===== config.mk =====
export PLATFORM = sky130hd
export DESIGN_NAME = display_scheduler
export DESIGN_NICKNAME = d
export VERILOG_FILES = /design/src/rtl/display_pkg.sv /design/src/rtl/display_rr_picker.sv /design/src/rtl/display_scheduler.sv
export SDC_FILE = /design/constraint.sdc
export NUM_CORES = 1
export LEC_CHECK = 0
export CAP_MARGIN = 10
export CORE_UTILIZATION = 25
export DETAILED_ROUTE_END_ITERATION = 6
export PLACE_DENSITY_LB_ADDON = 0.08
export SLEW_MARGIN = 0
export SYNTH_ARGS = -nofsm -noshare
export SYNTH_HDL_FRONTEND = slang
export SYNTH_HIERARCHICAL = 1
export SYNTH_SLANG_ARGS = --single-unit

===== constraint.sdc =====
create_clock -name clk -period 5.9 [get_ports clk]
set_clock_uncertainty 0.2 [all_clocks]
set_input_delay 1.475 -clock clk [delete_from_list [all_inputs] [get_ports clk]]
set_output_delay 1.475 -clock clk [all_outputs]
set_load 0.1 [all_outputs]

===== src/rtl/display_pkg.sv =====
// Shared types and constants for the display time-share scheduler.
// Build option: DISPLAY_SCHED_URGENT_EN makes source 0 preempt other owners.
package display_pkg;

    localparam int NUM_SRC = 4;
    localparam int SRC_W   = 2;

    localparam logic [SRC_W-1:0] SRC_CLOCK   = 2'd0;
    localparam logic [SRC_W-1:0] SRC_ALARM   = 2'd1;
    localparam logic [SRC_W-1:0] SRC_COUNTER = 2'd2;
    localparam logic [SRC_W-1:0] SRC_MSG     = 2'd3;

    // Request line 0 is the preempting one when the urgent build is enabled.
    localparam logic [SRC_W-1:0] URGENT_SRC  = 2'd0;

    typedef enum logic [1:0] {
        IDLE  = 2'd0,
        GRANT = 2'd1,
        GAP   = 2'd2
    } state_t;

    function automatic logic [NUM_SRC-1:0] src_onehot(input logic [SRC_W-1:0] idx);
        src_onehot      = '0;
        src_onehot[idx] = 1'b1;
    endfunction

endpackage


===== src/rtl/display_rr_picker.sv =====
// Round-robin winner search: first asserted request after the last grantee,
// wrapping so the last grantee itself is considered last.
module display_rr_picker
    import display_pkg::*;
(
    input  logic [NUM_SRC-1:0] req,
    input  logic [SRC_W-1:0]   last,
    output logic [SRC_W-1:0]   winner,
    output logic               valid
);

    logic [SRC_W-1:0] idx;

    always_comb begin
        winner = '0;
        valid  = 1'b0;
        idx    = '0;
        for (int i = 1; i <= NUM_SRC; i++) begin
            idx = last + SRC_W'(i);
            if (!valid && req[idx]) begin
                winner = idx;
                valid  = 1'b1;
            end
        end
    end

endmodule


===== src/rtl/display_scheduler.sv =====
// Time-shares the display between four level requesters with a fixed dwell,
// round-robin rotation and a one-cycle blank gap. Option: DISPLAY_SCHED_URGENT_EN.
module display_scheduler
    import display_pkg::*;
#(
    parameter int TICK_DIV    = 100000000,
    parameter int DWELL_TICKS = 4
)
(
    input  logic               clk,
    input  logic               rst,
    input  logic               display_en,
    input  logic [NUM_SRC-1:0] req,
    output logic [NUM_SRC-1:0] gnt,
    output logic [SRC_W-1:0]   sel,
    output logic               blank,
    output logic               slot_start,
    output state_t             state_dbg
);

    localparam int CYC_W  = (TICK_DIV > 1)    ? $clog2(TICK_DIV)    : 1;
    localparam int TICK_W = (DWELL_TICKS > 1) ? $clog2(DWELL_TICKS) : 1;
    localparam logic [CYC_W-1:0]  CYC_LAST  = CYC_W'(TICK_DIV - 1);
    localparam logic [TICK_W-1:0] TICK_LAST = TICK_W'(DWELL_TICKS - 1);

    // Handshake: a source holds req high while it wants the display; it owns
    // the display exactly while its gnt bit is high and must not assume
    // ownership on any other cycle. Dropping req releases the slot early.

    state_t              state, state_n;
    logic [SRC_W-1:0]    last, last_n;
    logic [SRC_W-1:0]    sel_n;
    logic [NUM_SRC-1:0]  gnt_n;
    logic                blank_n, slot_start_n;
    logic [CYC_W-1:0]    cyc, cyc_n;
    logic [TICK_W-1:0]   tick, tick_n;

    logic [SRC_W-1:0]    pick_idx;
    logic                pick_valid;
    logic                dwell_end;
    logic                urgent_hit;
    logic                do_grant;
    logic                keep_last;
    logic [SRC_W-1:0]    grant_idx;

    display_rr_picker u_picker (
        .req    (req),
        .last   (last),
        .winner (pick_idx),
        .valid  (pick_valid)
    );

    assign dwell_end = (cyc == CYC_LAST) && (tick == TICK_LAST);
    assign state_dbg = state;

`ifdef DISPLAY_SCHED_URGENT_EN
    logic urg_pend, urg_pend_n;
    assign urgent_hit = (sel != URGENT_SRC) && req[URGENT_SRC];
`else
    assign urgent_hit = 1'b0;
`endif

    always_comb begin
        state_n      = state;
        last_n       = last;
        sel_n        = sel;
        gnt_n        = gnt;
        blank_n      = blank;
        slot_start_n = 1'b0;
        cyc_n        = cyc;
        tick_n       = tick;
        do_grant     = 1'b0;
        keep_last    = 1'b0;
        grant_idx    = pick_idx;
`ifdef DISPLAY_SCHED_URGENT_EN
        urg_pend_n   = urg_pend;
`endif
        case (state)
            IDLE: begin
                gnt_n   = '0;
                blank_n = 1'b1;
`ifdef DISPLAY_SCHED_URGENT_EN
                urg_pend_n = 1'b0;
`endif
                if (display_en && pick_valid) do_grant = 1'b1;
            end
            GRANT: begin
                if (!display_en) begin
                    state_n = IDLE;
                    gnt_n   = '0;
                    blank_n = 1'b1;
`ifdef DISPLAY_SCHED_URGENT_EN
                    urg_pend_n = 1'b0;
`endif
                end else if (!req[sel] || dwell_end || urgent_hit) begin
                    state_n = GAP;
                    gnt_n   = '0;
                    blank_n = 1'b1;
`ifdef DISPLAY_SCHED_URGENT_EN
                    urg_pend_n = urgent_hit;
`endif
                end else if (cyc == CYC_LAST) begin
                    cyc_n = '0;
                    if (tick != TICK_LAST) tick_n = tick + 1'b1;
                end else begin
                    cyc_n = cyc + 1'b1;
                end
            end
            GAP: begin
                gnt_n   = '0;
                blank_n = 1'b1;
                state_n = IDLE;
`ifdef DISPLAY_SCHED_URGENT_EN
                urg_pend_n = 1'b0;
                // A preempted slot hands over to the urgent source without
                // moving the rotation pointer.
                if (urg_pend && req[URGENT_SRC]) begin
                    grant_idx = URGENT_SRC;
                    keep_last = 1'b1;
                end
`endif
                if (display_en && pick_valid) do_grant = 1'b1;
            end
            default: begin
                state_n = IDLE;
                gnt_n   = '0;
                blank_n = 1'b1;
            end
        endcase

        if (do_grant) begin
            state_n      = GRANT;
            sel_n        = grant_idx;
            gnt_n        = src_onehot(grant_idx);
            blank_n      = 1'b0;
            slot_start_n = 1'b1;
            cyc_n        = '0;
            tick_n       = '0;
            if (!keep_last) last_n = grant_idx;
        end
    end

    always_ff @(posedge clk or posedge rst) begin
        if (rst) begin
            state      <= IDLE;
            last       <= 2'd3;
            sel        <= '0;
            gnt        <= '0;
            blank      <= 1'b1;
            slot_start <= 1'b0;
            cyc        <= '0;
            tick       <= '0;
        end else begin
            state      <= state_n;
            last       <= last_n;
            sel        <= sel_n;
            gnt        <= gnt_n;
            blank      <= blank_n;
            slot_start <= slot_start_n;
            cyc        <= cyc_n;
            tick       <= tick_n;
        end
    end

`ifdef DISPLAY_SCHED_URGENT_EN
    always_ff @(posedge clk or posedge rst) begin
        if (rst) urg_pend <= 1'b0;
        else     urg_pend <= urg_pend_n;
    end
`endif

endmodule


==> impl_metrics.py <==
metrics = {
    "sta": {
        "setup_violations": 0,
        "slew_viol_final": 0,
        "setup_tns_ps": 0,
        "fin_crit_sh_pct": 67.9,
        "tightest_slew_ps": 1070,
        "min_period_ps": 4010,
        "hold_viol": 0,
        "max-slew-margin-rel_pct": 27.9,
        "fmax_ghz": 0.249,
        "setup_slack_ps": 1890,
        "rsz0062_at_grt": "false",
    },
    "yosys": {
        "avgSynthCellArea_um2": 9.34,
        "yosysSeqAreaShare_pct": 46.3,
        "synth_nets": 247,
        "ys.flop_type": "dfrtp_1",
        "syn-instance-count": 238,
        "synth_area_leaders": "dfrtp_1 43%, xnor2_1 5.5%, nor2_1 5.4%, nand2_1 5.2%, dfstp_2 3.5%",
        "yosysWarnings": 6,
        "ys_types": 46,
        "async_reset_ff_share_pct": 100,
        "synth_area_um2": 2220,
        "synth-edff-count": 0,
        "yosys.area.top_type": "dfrtp_1",
        "synth_most_common_cell": "dfrtp_1",
        "ys_ff_latch": 41,
        "netlist_top_cells_count": "38 x dfrtp_1, 32 x nor2_1, 31 x nand2_1, 14 x xnor2_1, 12 x a21oi_1",
        "synth.top_cell.area_share_pct": 42.8,
    },
    "worst_setup_path": {
        "cp.arrival_ps": 3990,
        "end_kind": "flop",
        "path_delay_family": "simple AND/OR/NAND/NOR gates",
        "cp_num_buf_inv": 2,
        "cpMaxStageDelayCell": "clkdlybuf4s50_1",
        "worstPathCellList": "clkdlybuf4s50_1 > nor2_1 > nand2_1 > nand2_1 > or2_2 > inv_1 > nand2_1 > nand2_1 > nand3_1 > mux2_2",
        "cp_common_cell": "nand2_1",
        "cpPeakStageDelay_ps": 560,
        "cp_max_fo": 19,
        "cp-start-kind": "input port",
        "required_ps": 5880,
        "critical_path_class": "in2reg",
    },
    "power": {
        "max-vdd-ir-drop_mv": 0.106,
        "p_total_w": 0.000836,
        "p_per_area_nw_per_um2": 323,
        "p_leak_nw": 1.04,
    },
    "die": {
        "io_pins": 17,
        "dieWidth_um": 96.3,
        "start_util_pct": 25.6,
        "rows": 34,
        "die-area_um2": 9270,
        "core_um2": 8680,
        "fp.dieH_um": 96.3,
    },
    "detailed_routing": {
        "drt_first_pass_iters": 4,
        "wire_per_inst_um": 15.0,
        "drcViolationCount": 0,
        "drt_iter0_drc": 50,
        "postRouteWirelength_um": 5390,
        "via_per_inst": 4.84,
        "vias": 1739,
        "antenna_left": 0,
    },
    "global_route": {
        "overflow": 0,
        "grtUsageTotal_pct": 12.7,
        "grt_max_degree": 42,
        "grt_pass1_vias": 1704,
        "antenna_found_initial": 0,
        "grt_pass1_wl_um": 8780,
    },
    "clock_network": {
        "post_cts_buffers": 0,
        "cts-htree-levels": 2,
        "cts_resized": 0,
        "path_clk_slew_ps": 80,
        "cts_tree": "done",
        "clock_path_buffers": 2,
        "clock_sinks": 41,
        "ctsHoldBuffers": 0,
        "root_buffer": "clkbuf_8",
        "insertion_delay_ps": 300,
        "cts_made_buffers": 5,
    },
    "placed_design": {
        "globalplace.congestion": 0.720,
        "place_area_um2": 2470,
        "port_buffers": 16,
        "hpwl_um": 3690,
        "dp_cells": 351,
        "post-place-ws_ps": 1560,
    },
    "cells_and_area": {
        "diodes": 0,
        "nFillCells": 944,
        "stdcell_count": 359,
        "area.growth.synth_to_final_pct": 16.6,
        "drive_gt1_share_pct": 9.16,
        "nNetsFinal": 259,
        "fin_area_um2": 2590,
    },
    "outcome": {
        "status": "complete, no violations",
    },
    "hold_path": {
        "hold_path_class": "reg2reg",
    },
    "job": {
        "maxCapViolations": 0,
    },
}
-- layout by cell type, fill, tap and decap left out, types with 6 or more instances in the layout --
cell             count
clkbuf_8             6
o21ai_0              8
nand2_1             31
xnor2_1             14
nor2_1              32
and3_1               6
nand3_1              9
nand4_1              6
xor2_1               8
dfrtp_1             38
clkdlybuf4s50_1     16
a21oi_1             12
-- logic make-up (layout without fill, tap and decap cells) --
| kind of cell | after synthesis | count (layout) | share of synthesized area [%] |
|---|---|---|---|
| AO/OA/AOI/OAI | 40 | 40 | 12.7 |
| XOR/XNOR | 22 | 22 | 8.67 |
| adder cells (fa/ha/maj) | 2 | 2 | 1.13 |
| buffers and inverters | 17 | 30 | 3.27 |
| flip-flops | 41 | 41 | 46.3 |
| multiplexers | 4 | 4 | 2.48 |
| AND/OR/NAND/NOR | 112 | 112 | 25.5 |
-- state kept, by name (all words and copies together), names as in the netlist --
name / flops
gnt: 4
blank: 1
last: 2
tick: 2
slot_start: 1
sel: 2
state_dbg: 2
cyc: 27
-- final timing paths --
check	startpoint	end	slack, ps	cells after the start
setup / recovery	req[1]	cyc[16]	1890	10
hold / removal	gnt[2]	gnt[2]	290	2
hold reg to reg	gnt[2]	gnt[2]	290	2
setup reg to reg	cyc[3]	cyc[13]	3010	6
max in group asynchronous	rst	last[1]	3690	3
min in group asynchronous	rst	cyc[3]	1420	3
-- per-stage QoR --
step	hold slack [ps]	utilization (%)
floorplan	260	-
global placement	281	28.5
detailed placement	278	28.5
CTS	304	29.9
global route	321	29.9
finish	294	29.9
-- cell type report --
| type | instances | area (um^2) | area share [%] |
|---|---|---|---|
| well taps | 108 | 135 | 5.21 |
| multi-input cells | 180 | 1120 | 43.2 |
| repair buffers | 17 | 168 | 6.47 |
| inverters | 5 | 18.8 | 0.724 |
| flip-flops and latches | 41 | 1030 | 39.7 |
| clock buffers | 6 | 82.6 | 3.19 |
| clock inverters | 2 | 37.5 | 1.45 |
-- metal layers --
metal | global-route usage, % | vias up | part of all wire [%]
li1 | - | 864 | -
met2 | 19.2 | 15 | 44
met4 | 4.10 | 0 | 1.0
met1 | 17.9 | 855 | 53
met5 | 0 | - | 0
met3 | 2.69 | 5 | 2.3
-- tightest hold or removal path, stage by stage (launching register included) --
cell,delay [ps]
dfrtp_1,350
nand2_1,40
o21ai_0,70
-- where the power goes --
group          internal [W]  switching, W
Sequential         0.000312     0.0000250
Combinational     0.0000631      0.000195
Clock              0.000138      0.000103
(Power assumes the default switching activity.)
